### src/rtl/dds_pkg.sv
// Shared constants and the elaboration-time sine table generator for the
// multi-channel DDS.
package dds_pkg;

  localparam logic [1:0] CFG_FREQ  = 2'd0;
  localparam logic [1:0] CFG_PHASE = 2'd1;
  localparam logic [1:0] CFG_STEP  = 2'd2;
  localparam logic [1:0] CFG_LIMIT = 2'd3;

  // Offset-binary full-cycle sine entry k of a 2^lut_aw table, rounded half away from zero.
  function automatic int sine_lut(input int lut_aw, input int out_w, input int k);
    real amp, x;
    amp = real'((1 << (out_w - 1)) - 1);
    x   = amp * $sin(2.0 * 3.14159265358979323846 * real'(k) / real'(1 << lut_aw));
    if (x >= 0.0) return (1 << (out_w - 1)) + $rtoi(x + 0.5);
    else          return (1 << (out_w - 1)) - $rtoi(0.5 - x);
  endfunction

endpackage

### src/rtl/dds_multi_gen_if.sv
// Strobe, config and sample bus between the register block / DAC path and the
// DDS generator.
interface dds_multi_gen_if #(
  parameter int NCH    = 2,
  parameter int ACC_W  = 16,
  parameter int LUT_AW = 7,
  parameter int OUT_W  = 12,
  parameter int CH_W   = (NCH > 1) ? $clog2(NCH) : 1
) ();
  logic                    en;
  logic                    sync_in;
  logic                    cfg_we;
  logic [CH_W-1:0]         cfg_ch;
  logic [1:0]              cfg_sel;
  logic [ACC_W-1:0]        cfg_data;
  logic [NCH*OUT_W-1:0]    out_data;
  logic                    out_valid;
  logic [NCH*LUT_AW-1:0]   phase_mon;

  modport master (
    output en, sync_in, cfg_we, cfg_ch, cfg_sel, cfg_data,
    input  out_data, out_valid, phase_mon
  );
  modport slave (
    input  en, sync_in, cfg_we, cfg_ch, cfg_sel, cfg_data,
    output out_data, out_valid, phase_mon
  );
endinterface

### src/rtl/dds_interp.sv
// One channel's table read (S2) and linear interpolation (S3); the valid
// pipeline lives in the parent and drives the stage loads.
module dds_interp
  import dds_pkg::*;
#(
  parameter int ACC_W  = 16,
  parameter int LUT_AW = 7,
  parameter int OUT_W  = 12
) (
  input  logic              clk,
  input  logic              rst,
  input  logic              ld2,
  input  logic              ld3,
  input  logic [ACC_W-1:0]  p,
  output logic [OUT_W-1:0]  out,
  output logic [LUT_AW-1:0] idx
);
  localparam int FRAC_W = ACC_W - LUT_AW;
  localparam int NENT   = 1 << LUT_AW;
  localparam int PW     = OUT_W + FRAC_W + 2;

  logic [OUT_W-1:0] lut [NENT];
  for (genvar k = 0; k < NENT; k++) begin : g_lut
    localparam logic [OUT_W-1:0] VAL = OUT_W'(sine_lut(LUT_AW, OUT_W, k));
    assign lut[k] = VAL;
  end

  logic [LUT_AW-1:0] i_s1, i_nxt, i_s2;
  logic [OUT_W-1:0]  a_s2, b_s2, out_nxt;
  logic [FRAC_W-1:0] f_s2;
  logic signed [OUT_W:0]  diff;
  logic signed [PW-1:0]   prod;

  assign i_s1  = p[ACC_W-1:FRAC_W];
  assign i_nxt = i_s1 + LUT_AW'(1);   // natural wrap from top entry back to 0

  always_ff @(posedge clk) begin
    if (!rst) begin
      i_s2 <= '0;
      a_s2 <= '0;
      b_s2 <= '0;
      f_s2 <= '0;
    end else if (ld2) begin
      i_s2 <= i_s1;
      a_s2 <= lut[i_s1];
      b_s2 <= lut[i_nxt];
      f_s2 <= p[FRAC_W-1:0];
    end
  end

  // Signed slope times fraction, arithmetic shift floors toward -inf.
  assign diff    = $signed({1'b0, b_s2}) - $signed({1'b0, a_s2});
  assign prod    = PW'(diff) * PW'($signed({1'b0, f_s2}));
  assign out_nxt = a_s2 + OUT_W'(prod >>> FRAC_W);

  always_ff @(posedge clk) begin
    if (!rst) begin
      out <= {1'b1, {(OUT_W-1){1'b0}}};
      idx <= '0;
    end else if (ld3) begin
      out <= out_nxt;
      idx <= i_s2;
    end
  end
endmodule

### src/rtl/dds_multi_gen.sv
// Multi-channel DDS: per-channel phase accumulators with optional linear
// frequency sweep, feeding one interpolating sine stage per channel.
module dds_multi_gen
  import dds_pkg::*;
#(
  parameter int NCH    = 2,
  parameter int ACC_W  = 16,
  parameter int LUT_AW = 7,
  parameter int OUT_W  = 12,
  parameter int CH_W   = (NCH > 1) ? $clog2(NCH) : 1
) (
  input logic             clk,
  input logic             rst,
  dds_multi_gen_if.slave  bus
);
  localparam int STAGES = 3;

  logic [NCH-1:0][ACC_W-1:0]  acc, freq, cur_inc, phase, step, limit, p_s1, sw_inc;
  logic [NCH-1:0][OUT_W-1:0]  out_arr;
  logic [NCH-1:0][LUT_AW-1:0] idx_arr;
  logic [STAGES:1]            vld_pipe;

  for (genvar c = 0; c < NCH; c++) begin : g_ch
    logic [ACC_W:0] nxt;
    assign nxt = {1'b0, cur_inc[c]} + {1'b0, step[c]};
    // Sweep falls back to the base frequency once it would pass the limit.
    assign sw_inc[c] = (step[c] == '0)            ? cur_inc[c] :
                       (nxt > {1'b0, limit[c]})   ? freq[c]    : nxt[ACC_W-1:0];

    dds_interp #(.ACC_W(ACC_W), .LUT_AW(LUT_AW), .OUT_W(OUT_W)) u_interp (
      .clk (clk),
      .rst (rst),
      .ld2 (vld_pipe[1]),
      .ld3 (vld_pipe[2]),
      .p   (p_s1[c]),
      .out (out_arr[c]),
      .idx (idx_arr[c])
    );
  end

  always_ff @(posedge clk) begin
    if (!rst) begin
      acc      <= '0;
      freq     <= '0;
      cur_inc  <= '0;
      phase    <= '0;
      step     <= '0;
      limit    <= '1;
      p_s1     <= '0;
      vld_pipe <= '0;
    end else begin
      vld_pipe <= {vld_pipe[STAGES-1:1], bus.en};
      for (int c = 0; c < NCH; c++) begin
        if (bus.en) begin
          p_s1[c]    <= acc[c] + phase[c];
          acc[c]     <= acc[c] + cur_inc[c];
          cur_inc[c] <= sw_inc[c];
        end
        if (bus.sync_in) begin
          acc[c]     <= '0;
          cur_inc[c] <= freq[c];
        end
        // Late assignment lets a FREQ write win over sweep/sync reloads.
        if (bus.cfg_we && int'(bus.cfg_ch) == c) begin
          case (bus.cfg_sel)
            CFG_FREQ: begin
              freq[c]    <= bus.cfg_data;
              cur_inc[c] <= bus.cfg_data;
            end
            CFG_PHASE: phase[c] <= bus.cfg_data;
            CFG_STEP:  step[c]  <= bus.cfg_data;
            default:   limit[c] <= bus.cfg_data;
          endcase
        end
      end
    end
  end

  assign bus.out_data  = out_arr;
  assign bus.phase_mon = idx_arr;
  assign bus.out_valid = vld_pipe[STAGES];
endmodule

### src/flat_wrapper.sv
// flat-port wrapper written by rule: the top's interface ports become plain ports
module dds_multi_gen_flat import dds_pkg::*;
#(
  parameter int NCH    = 2,
  parameter int ACC_W  = 16,
  parameter int LUT_AW = 7,
  parameter int OUT_W  = 12,
  parameter int CH_W   = (NCH > 1) ? $clog2(NCH) : 1
)
  (clk, rst, bus_en, bus_sync_in, bus_cfg_we, bus_cfg_ch, bus_cfg_sel, bus_cfg_data, bus_out_data, bus_out_valid, bus_phase_mon);
  dds_multi_gen_if #(.NCH(NCH), .ACC_W(ACC_W), .LUT_AW(LUT_AW), .OUT_W(OUT_W), .CH_W(CH_W)) bus_i ();
  input logic clk;
  input logic rst;
  input wire logic [$bits(bus_i.en)-1:0] bus_en;
  input wire logic [$bits(bus_i.sync_in)-1:0] bus_sync_in;
  input wire logic [$bits(bus_i.cfg_we)-1:0] bus_cfg_we;
  input wire logic [$bits(bus_i.cfg_ch)-1:0] bus_cfg_ch;
  input wire logic [$bits(bus_i.cfg_sel)-1:0] bus_cfg_sel;
  input wire logic [$bits(bus_i.cfg_data)-1:0] bus_cfg_data;
  output wire logic [$bits(bus_i.out_data)-1:0] bus_out_data;
  output wire logic [$bits(bus_i.out_valid)-1:0] bus_out_valid;
  output wire logic [$bits(bus_i.phase_mon)-1:0] bus_phase_mon;
  assign bus_i.en = bus_en;
  assign bus_i.sync_in = bus_sync_in;
  assign bus_i.cfg_we = bus_cfg_we;
  assign bus_i.cfg_ch = bus_cfg_ch;
  assign bus_i.cfg_sel = bus_cfg_sel;
  assign bus_i.cfg_data = bus_cfg_data;
  assign bus_out_data = bus_i.out_data;
  assign bus_out_valid = bus_i.out_valid;
  assign bus_phase_mon = bus_i.phase_mon;
  dds_multi_gen #(.NCH(NCH), .ACC_W(ACC_W), .LUT_AW(LUT_AW), .OUT_W(OUT_W), .CH_W(CH_W)) u_core (.clk(clk), .rst(rst), .bus(bus_i));
endmodule
### config.mk
export PLATFORM = sky130hd
export DESIGN_NAME = dds_multi_gen_flat
export DESIGN_NICKNAME = d
export VERILOG_FILES = /design/src/rtl/dds_pkg.sv /design/src/rtl/dds_multi_gen_if.sv /design/src/rtl/dds_interp.sv /design/src/rtl/dds_multi_gen.sv /design/src/flat_wrapper.sv
export SDC_FILE = /design/constraint.sdc
export NUM_CORES = 2
export LEC_CHECK = 0
export BUFFER_PORTS_ARGS = -buffer_cell sky130_fd_sc_hd__buf_2
export CORE_MARGIN = 4
export CORE_UTILIZATION = 44
export DETAILED_ROUTE_END_ITERATION = 12
export PLACE_DENSITY_LB_ADDON = 0.2
export SYNTH_ARGS = -nofsm -noshare
export SYNTH_HDL_FRONTEND = slang
export SYNTH_SLANG_ARGS = --single-unit
### constraint.sdc
create_clock -name clk -period 9.75 [get_ports clk]
set_clock_uncertainty 0.1 [all_clocks]
set_input_delay 1.95 -clock clk [delete_from_list [all_inputs] [get_ports clk]]
set_output_delay 1.95 -clock clk [all_outputs]
set_load 0.01 [all_outputs]
======== Word-level counts from Yosys, hierarchy flattened ========
Memories as Yosys holds them, arrays and structs flattened. A register that Yosys moved wholly into a read port is not among the register bits.
Index checks and enable logic that the tools add are counted.
storage, ports and cells
  bits in read-only memories .............. 6144
  memories ................................ 4
  word-level logic and storage cells ...... 83
  register bits after elaboration ......... 297
operators by class
  multiplexer cells ....................... 12
  bitwise logic cells ..................... 7
  $mul .................................... 2
  $lt $le $gt $ge ......................... 2
  reductions and logical operators ........ 19
  add/subtract/negate cells ............... 12
  eq/ne operators ......................... 2
memories
  memory            words  bits a word  rd ports  clocked after Yosys merged registers in  write ports  RTL line          source
  (name not given)  128    12           1         1                                        0            dds_interp.sv:46  b_s2 <= lut[i_nxt];
  (name not given)  128    12           1         1                                        0            dds_interp.sv:45  a_s2 <= lut[i_s1];
  (name not given)  128    12           1         1                                        0            dds_interp.sv:46
  (name not given)  128    12           1         1                                        0            dds_interp.sv:45
operators by type and width
  kind                 count
  $mux 16              12
  $add 16x16->16       4
  $mul 13x10->21       2
  $add 16x16->17       2
  $gt 17x16->1         2
  $logic_not 16->1     2
  $not 7->8            4
  $sub 12x12->13       2
  $add 12x12->12       2
  $reduce_and 2->1     8
  $add 7x1->7 const B  2
  $logic_not 1->1      4
  $not 1->1            3
  $reduce_or 3->1      1
  $eq 2x1->1 const B   1
  $eq 2x2->1 const B   1
  $logic_and 1x1->1    2
  $logic_not 2->1      1
  $reduce_or 2->1      1

======== Depth between registers and ports, before layout ========
  depth after elaboration ................. 8
  gate-level depth with buffers ........... 40

======== By module ========
A second synthesis with hierarchy kept.
unflattened totals
  cells, all modules ...................... 4628
  area, all modules ....................... 35925.7 um^2
modules (own cells, without submodules)
  module                                cells each  area each (um^2)  seq. area each (um^2)  instances
  dds_multi_gen                         1659        13487.9           4544.4                 1
  dds_interp (u_core.g_ch[1].u_interp)  1499        11293.3           1181.1                 1
  dds_interp (u_core.g_ch[0].u_interp)  1470        11144.4           1181.1                 1

======== Worst setup path before layout ========
Ideal clock, no wire load.
  path type ............................... flip-flop to flip-flop
  start ................................... register u_core.g_ch[1].u_interp.a_s2[1]
  end ..................................... register u_core.g_ch[1].u_interp.out[11]
  data arrival time ....................... 8.078 ns
  data required time ...................... 9.519 ns
  cell stages (with the launch flop) ...... 40
  slack ................................... 1.440 ns
  clock period less this slack ............ 8.310 ns
  library setup time ...................... 0.131 ns
  cell sequence ........................... dfxtp_1 -> inv_1 -> ha_1 -> nor2b_1 -> o21ai_0 -> a21boi_0 -> o21a_1 -> o21ai_0 -> nand2_1 -> a21oi_1 -> xnor2_1 -> nand2_1 -> fa_1 -> inv_1 -> fa_1 -> inv_1 -> fa_1 -> inv_1 -> [... 4 more ...] -> ha_1 -> a2111oi_0 -> a211oi_1 -> o211ai_1 -> nand2_1 -> and2_1 -> o21a_1 -> nor3_1 -> nor2_1 -> ha_1 -> nand2_1 -> o21ai_0 -> a21boi_0 -> a31oi_1 -> xnor2_1 -> xnor2_1 -> xnor2_1 -> o21ai_0
on the way
  cells in the longest elaborated chain, start to end .. 3
RTL lines
  what                  RTL line          source
  start, declared       dds_interp.sv:29  logic [OUT_W-1:0] a_s2, b_s2, out_nxt;
  $sub 12x12->13        dds_interp.sv:52  assign diff = $signed({1'b0, b_s2}) - $signed({1'b0, a_s2});
  $mul 13x10->21        dds_interp.sv:53  assign prod = PW'(diff) * PW'($signed({1'b0, f_s2}));
  $add 12x12->12 (*)    dds_interp.sv:54  assign out_nxt = a_s2 + OUT_W'(prod >>> FRAC_W);
  end signal, assigned  dds_interp.sv:58  out <= {1'b1, {(OUT_W-1){1'b0}}};
  end signal, assigned  dds_interp.sv:61  out <= out_nxt;
  end, declared         dds_interp.sv:15  output logic [OUT_W-1:0] out,
Every way passes the cells marked *; elsewhere a longest branch is shown, timed or not.
A chain may end at the register's enable or synchronous reset.

======== Worst setup path in the final report ========
  start ................................... register u_core.g_ch[0].u_interp.a_s2[1]
  end ..................................... register u_core.g_ch[0].u_interp.out[11]
on the way
  cells in the longest elaborated chain, start to end .. 3
RTL lines
  what                  RTL line
  start, declared       dds_interp.sv:29
  $sub 12x12->13        dds_interp.sv:52
  $mul 13x10->21        dds_interp.sv:53
  $add 12x12->12 (*)    dds_interp.sv:54
  end signal, assigned  dds_interp.sv:58
  end signal, assigned  dds_interp.sv:61
  end, declared         dds_interp.sv:15
Marks and branches as above.

==> impl_metrics.py <==
metrics = {
    "place": {
        "post-dp-hpwl_um": 76000,
        "numPortBuffers": 62,
        "area_post_placement_um2": 36600,
        "gp_congestion": 0.927,
    },
    "global_routing": {
        "track_usage_pct": 24.4,
        "antenna_violations_before_repair": 1,
        "grt_overflow": 0,
        "grt_pass1_wl_um": 171000,
        "grt_start_max_net_pins": 120,
        "via_count_of_the_first_global_routing_pass": 30800,
    },
    "power": {
        "irDropWorstVdd_mv": 0.139,
        "power_per_cell_area_nw_per_um2": 102,
        "cellLeakagePower_nw": 16.8,
    },
    "detailed_routing": {
        "routed-via-count": 32700,
        "wire_per_inst_um": 19.2,
        "route.detailed.vias_per_inst": 5.84,
        "route.final.wire_length_um": 107000,
        "ant_nets": 0,
        "drt-pass1-iter-count": 6,
        "remaining_drc_errors": 0,
        "detail_route.iter0.violations": 3170,
    },
    "timing": {
        "min_period_ns": 9.07,
        "slew_violations": 0,
        "fmax_ghz": 0.110,
        "rsz0062_at_grt": "false",
        "max_slew.worst_pin.slew_ns": 1.21,
        "finalSetupTns_ns": 0,
        "hold_violations": 0,
        "max-slew-margin-rel_pct": 19.3,
        "timing.final.setup_violations": 0,
        "timing.final.crit_share_pct": 93.0,
    },
    "flow_run": {
        "max-cap-violations": 0,
    },
    "final_layout": {
        "multi_input_comb_area_um2": 26100,
        "layout_common_cells": "nand2_1 (628), nor2_1 (448), a21oi_1 (401)",
        "finish.net_count": 5077,
        "design_area_um2": 38100,
        "n_fill_cell": 7979,
        "layout_commonest_cell": "nand2_1",
        "seqCellArea_um2": 6920,
        "area.growth.synth_to_final_pct": 7.27,
        "post_route_cells_drive_above_1_share_pct": 6.26,
    },
    "cts": {
        "worstSkewPairLatency_ns": 0.60,
        "cts_inserted_buffers": 42,
        "clock-root-buffer": "clkbuf_16",
        "tritoncts": "done",
        "clock_path_buffers": 3,
        "htree_num_levels": 2,
        "clock-sinks": 345,
        "clk_pin_slew_worst_paths_ns": 0.06,
        "holdBufCountCts": 0,
    },
    "setup_path": {
        "critical_path.max_fanout": 9,
        "crit_path_end_kind": "flip-flop",
        "cp_data_required_time_ns": 10.16,
        "critical-path-slowest-cell": "fa_1",
        "worst_path_most_repeated_cell": "fa_1",
        "worstPathArrival_ns": 9.47,
        "critPathMaxStageDelay_ns": 0.56,
        "crit_path_start_kind": "flip-flop",
        "path_class": "flip-flop to flip-flop",
    },
    "synthesis": {
        "synth_seq_area_share_pct": 19.4,
        "yosys_register_bits": 345,
        "mappedNetlistNets": 5216,
        "synth_area_um2": 35600,
        "synth_warnings": 0,
        "postSynth.asyncResetShare_pct": 0,
        "synth_cells": 4658,
        "synth-edff-count": 0,
        "yosysUniqueCellTypes": 88,
        "synthFlopType": "dfxtp_1",
        "per_instance_average_area_after_synthesis_um2": 7.63,
    },
    "floorplanning": {
        "coreArea_um2": 79500,
        "die_outline_area_um2": 85400,
        "count_of_boundary_i_o_pins": 63,
        "die_width_um": 292,
        "die_height_um": 292,
        "std_cell_rows": 103,
        "floorplan.initialDensity_pct": 44.7,
    },
    "status": {
        "run_status": "complete, no violations",
    },
    "min_path": {
        "timing.hold.worst.class": "flip-flop to flip-flop",
    },
}
==> sequential cells by signal, summed over array words and instances (netlist names) <==
signal / flops
u_core.acc: 32
u_core.cur_inc: 32
u_core.freq: 32
u_core.limit: 32
u_core.p_s1: 32
u_core.phase: 32
u_core.step: 32
u_core.g_ch.u_interp.a_s2: 24
u_core.g_ch.u_interp.b_s2: 24
u_core.g_ch.u_interp.out: 24
u_core.g_ch.u_interp.f_s2: 18
u_core.g_ch.u_interp.i_s2: 14
u_core.g_ch.u_interp.idx: 14
u_core.vld_pipe: 3
==> synth_stat cells (45+ instances only) <==
cell | number | area share [%]
mux2i_1 | 134 | 3.8
fa_1 | 196 | 11
a211oi_1 | 99 | 2.1
nor3_1 | 96 | 1.4
nand3_1 | 64 | 0.90
nand2_1 | 628 | 6.6
dfxtp_1 | 345 | 19
ha_1 | 338 | 12
nor2_1 | 451 | 4.8
and2_1 | 87 | 1.5
xnor2_1 | 112 | 2.8
clkbuf_1 | 222 | 2.3
buf_1 | 45 | 0.48
nand2b_1 | 46 | 0.81
nor2b_1 | 58 | 1.0
o211ai_1 | 100 | 2.1
o21ai_0 | 231 | 3.3
a21oi_1 | 401 | 5.6
inv_1 | 379 | 4.0
==> stage by stage <==
step                setup WS, ns  utilization [%]  cells  hold slack [ns]  power [mW]
floorplan                   1.44                -   4658            0.341        1.93
global placement           0.916             46.0   5525            0.347        2.14
detailed placement         0.701             46.0   5525            0.351        2.15
CTS                        0.661             48.0   5602            0.361        3.91
global route              0.0153             48.0   5602            0.371        4.05
finish                     0.683             48.0   5603            0.358        3.88
==> path summary, 6_finish.rpt <==
| check | from | endpoint | slack (ns) | cells past startpoint |
|---|---|---|---|---|
| setup / recovery | u_core.g_ch[0].u_interp.a_s2[1] | u_core.g_ch[0].u_interp.out[11] | 0.68 | 34 |
| hold / removal | u_core.phase[24] | u_core.phase[24] | 0.36 | 2 |
| setup reg to reg | u_core.g_ch[0].u_interp.a_s2[1] | u_core.g_ch[0].u_interp.out[11] | 0.68 | 34 |
| hold reg to reg | u_core.phase[24] | u_core.phase[24] | 0.36 | 2 |
==> worst max-delay path, delay by kind of cell, from the launching register on <==
family                     cells  cell delay (ns)
AOI/OAI and AO/OA             11             2.50
xor gates and xnor gates       3             0.50
buffers and inverters          4             0.22
muxes                          1             0.41
and+or+nand+nor                7             1.45
adders and majority gates      8             3.34
DFF                            1             0.46
==> cell type report <==
class / count / share of cell area (%)
Antenna cell: 1 / 0.00656
Clock inverter: 17 / 0.859
Tap cell: 1050 / 3.44
Sequential cell: 345 / 18.1
Multi-Input combinational cell: 3610 / 68.3
Timing Repair Buffer: 131 / 2.17
Inverter: 389 / 3.85
Clock buffer: 60 / 3.20
==> report_power, final <==
group	internal [mW]	switching [mW]
sequential	1.44	0.0355
combinational	0.220	0.424
clock	1.07	0.689
total	2.73	1.15
==> per-layer routing <==
metal	up-vias	wire (um)	GRT usage, %	share of wire [%]
met5	-	0	0	0
met4	0	3030	6.84	2.8
met3	190	7300	3.65	6.8
met2	1112	46900	38.0	44
met1	15600	50100	35.2	47
li1	15800	-	-	-
==> repair_timing <==
action,4_1_cts,5_1_grt
buffers inserted,0,0
endpoints found under the setup margin,0,1
resized for setup,0,2
endpoints found under the hold margin,0,0
==> cells by family (layout without fill, tap and decap cells) <==
logic type      Yosys count  count (layout)  synth area share, %
simple gates           1540            1540                 19.1
flops                   345             345                 19.4
other cells               0               1                    0
xor+xnor                145             145                 3.57
fa+ha+maj               535             535                 23.0
compound gates         1230            1230                 22.3
mux                     160             160                 4.98
buf+inv                 703             597                 7.61
(Power assumes the default switching activity.)
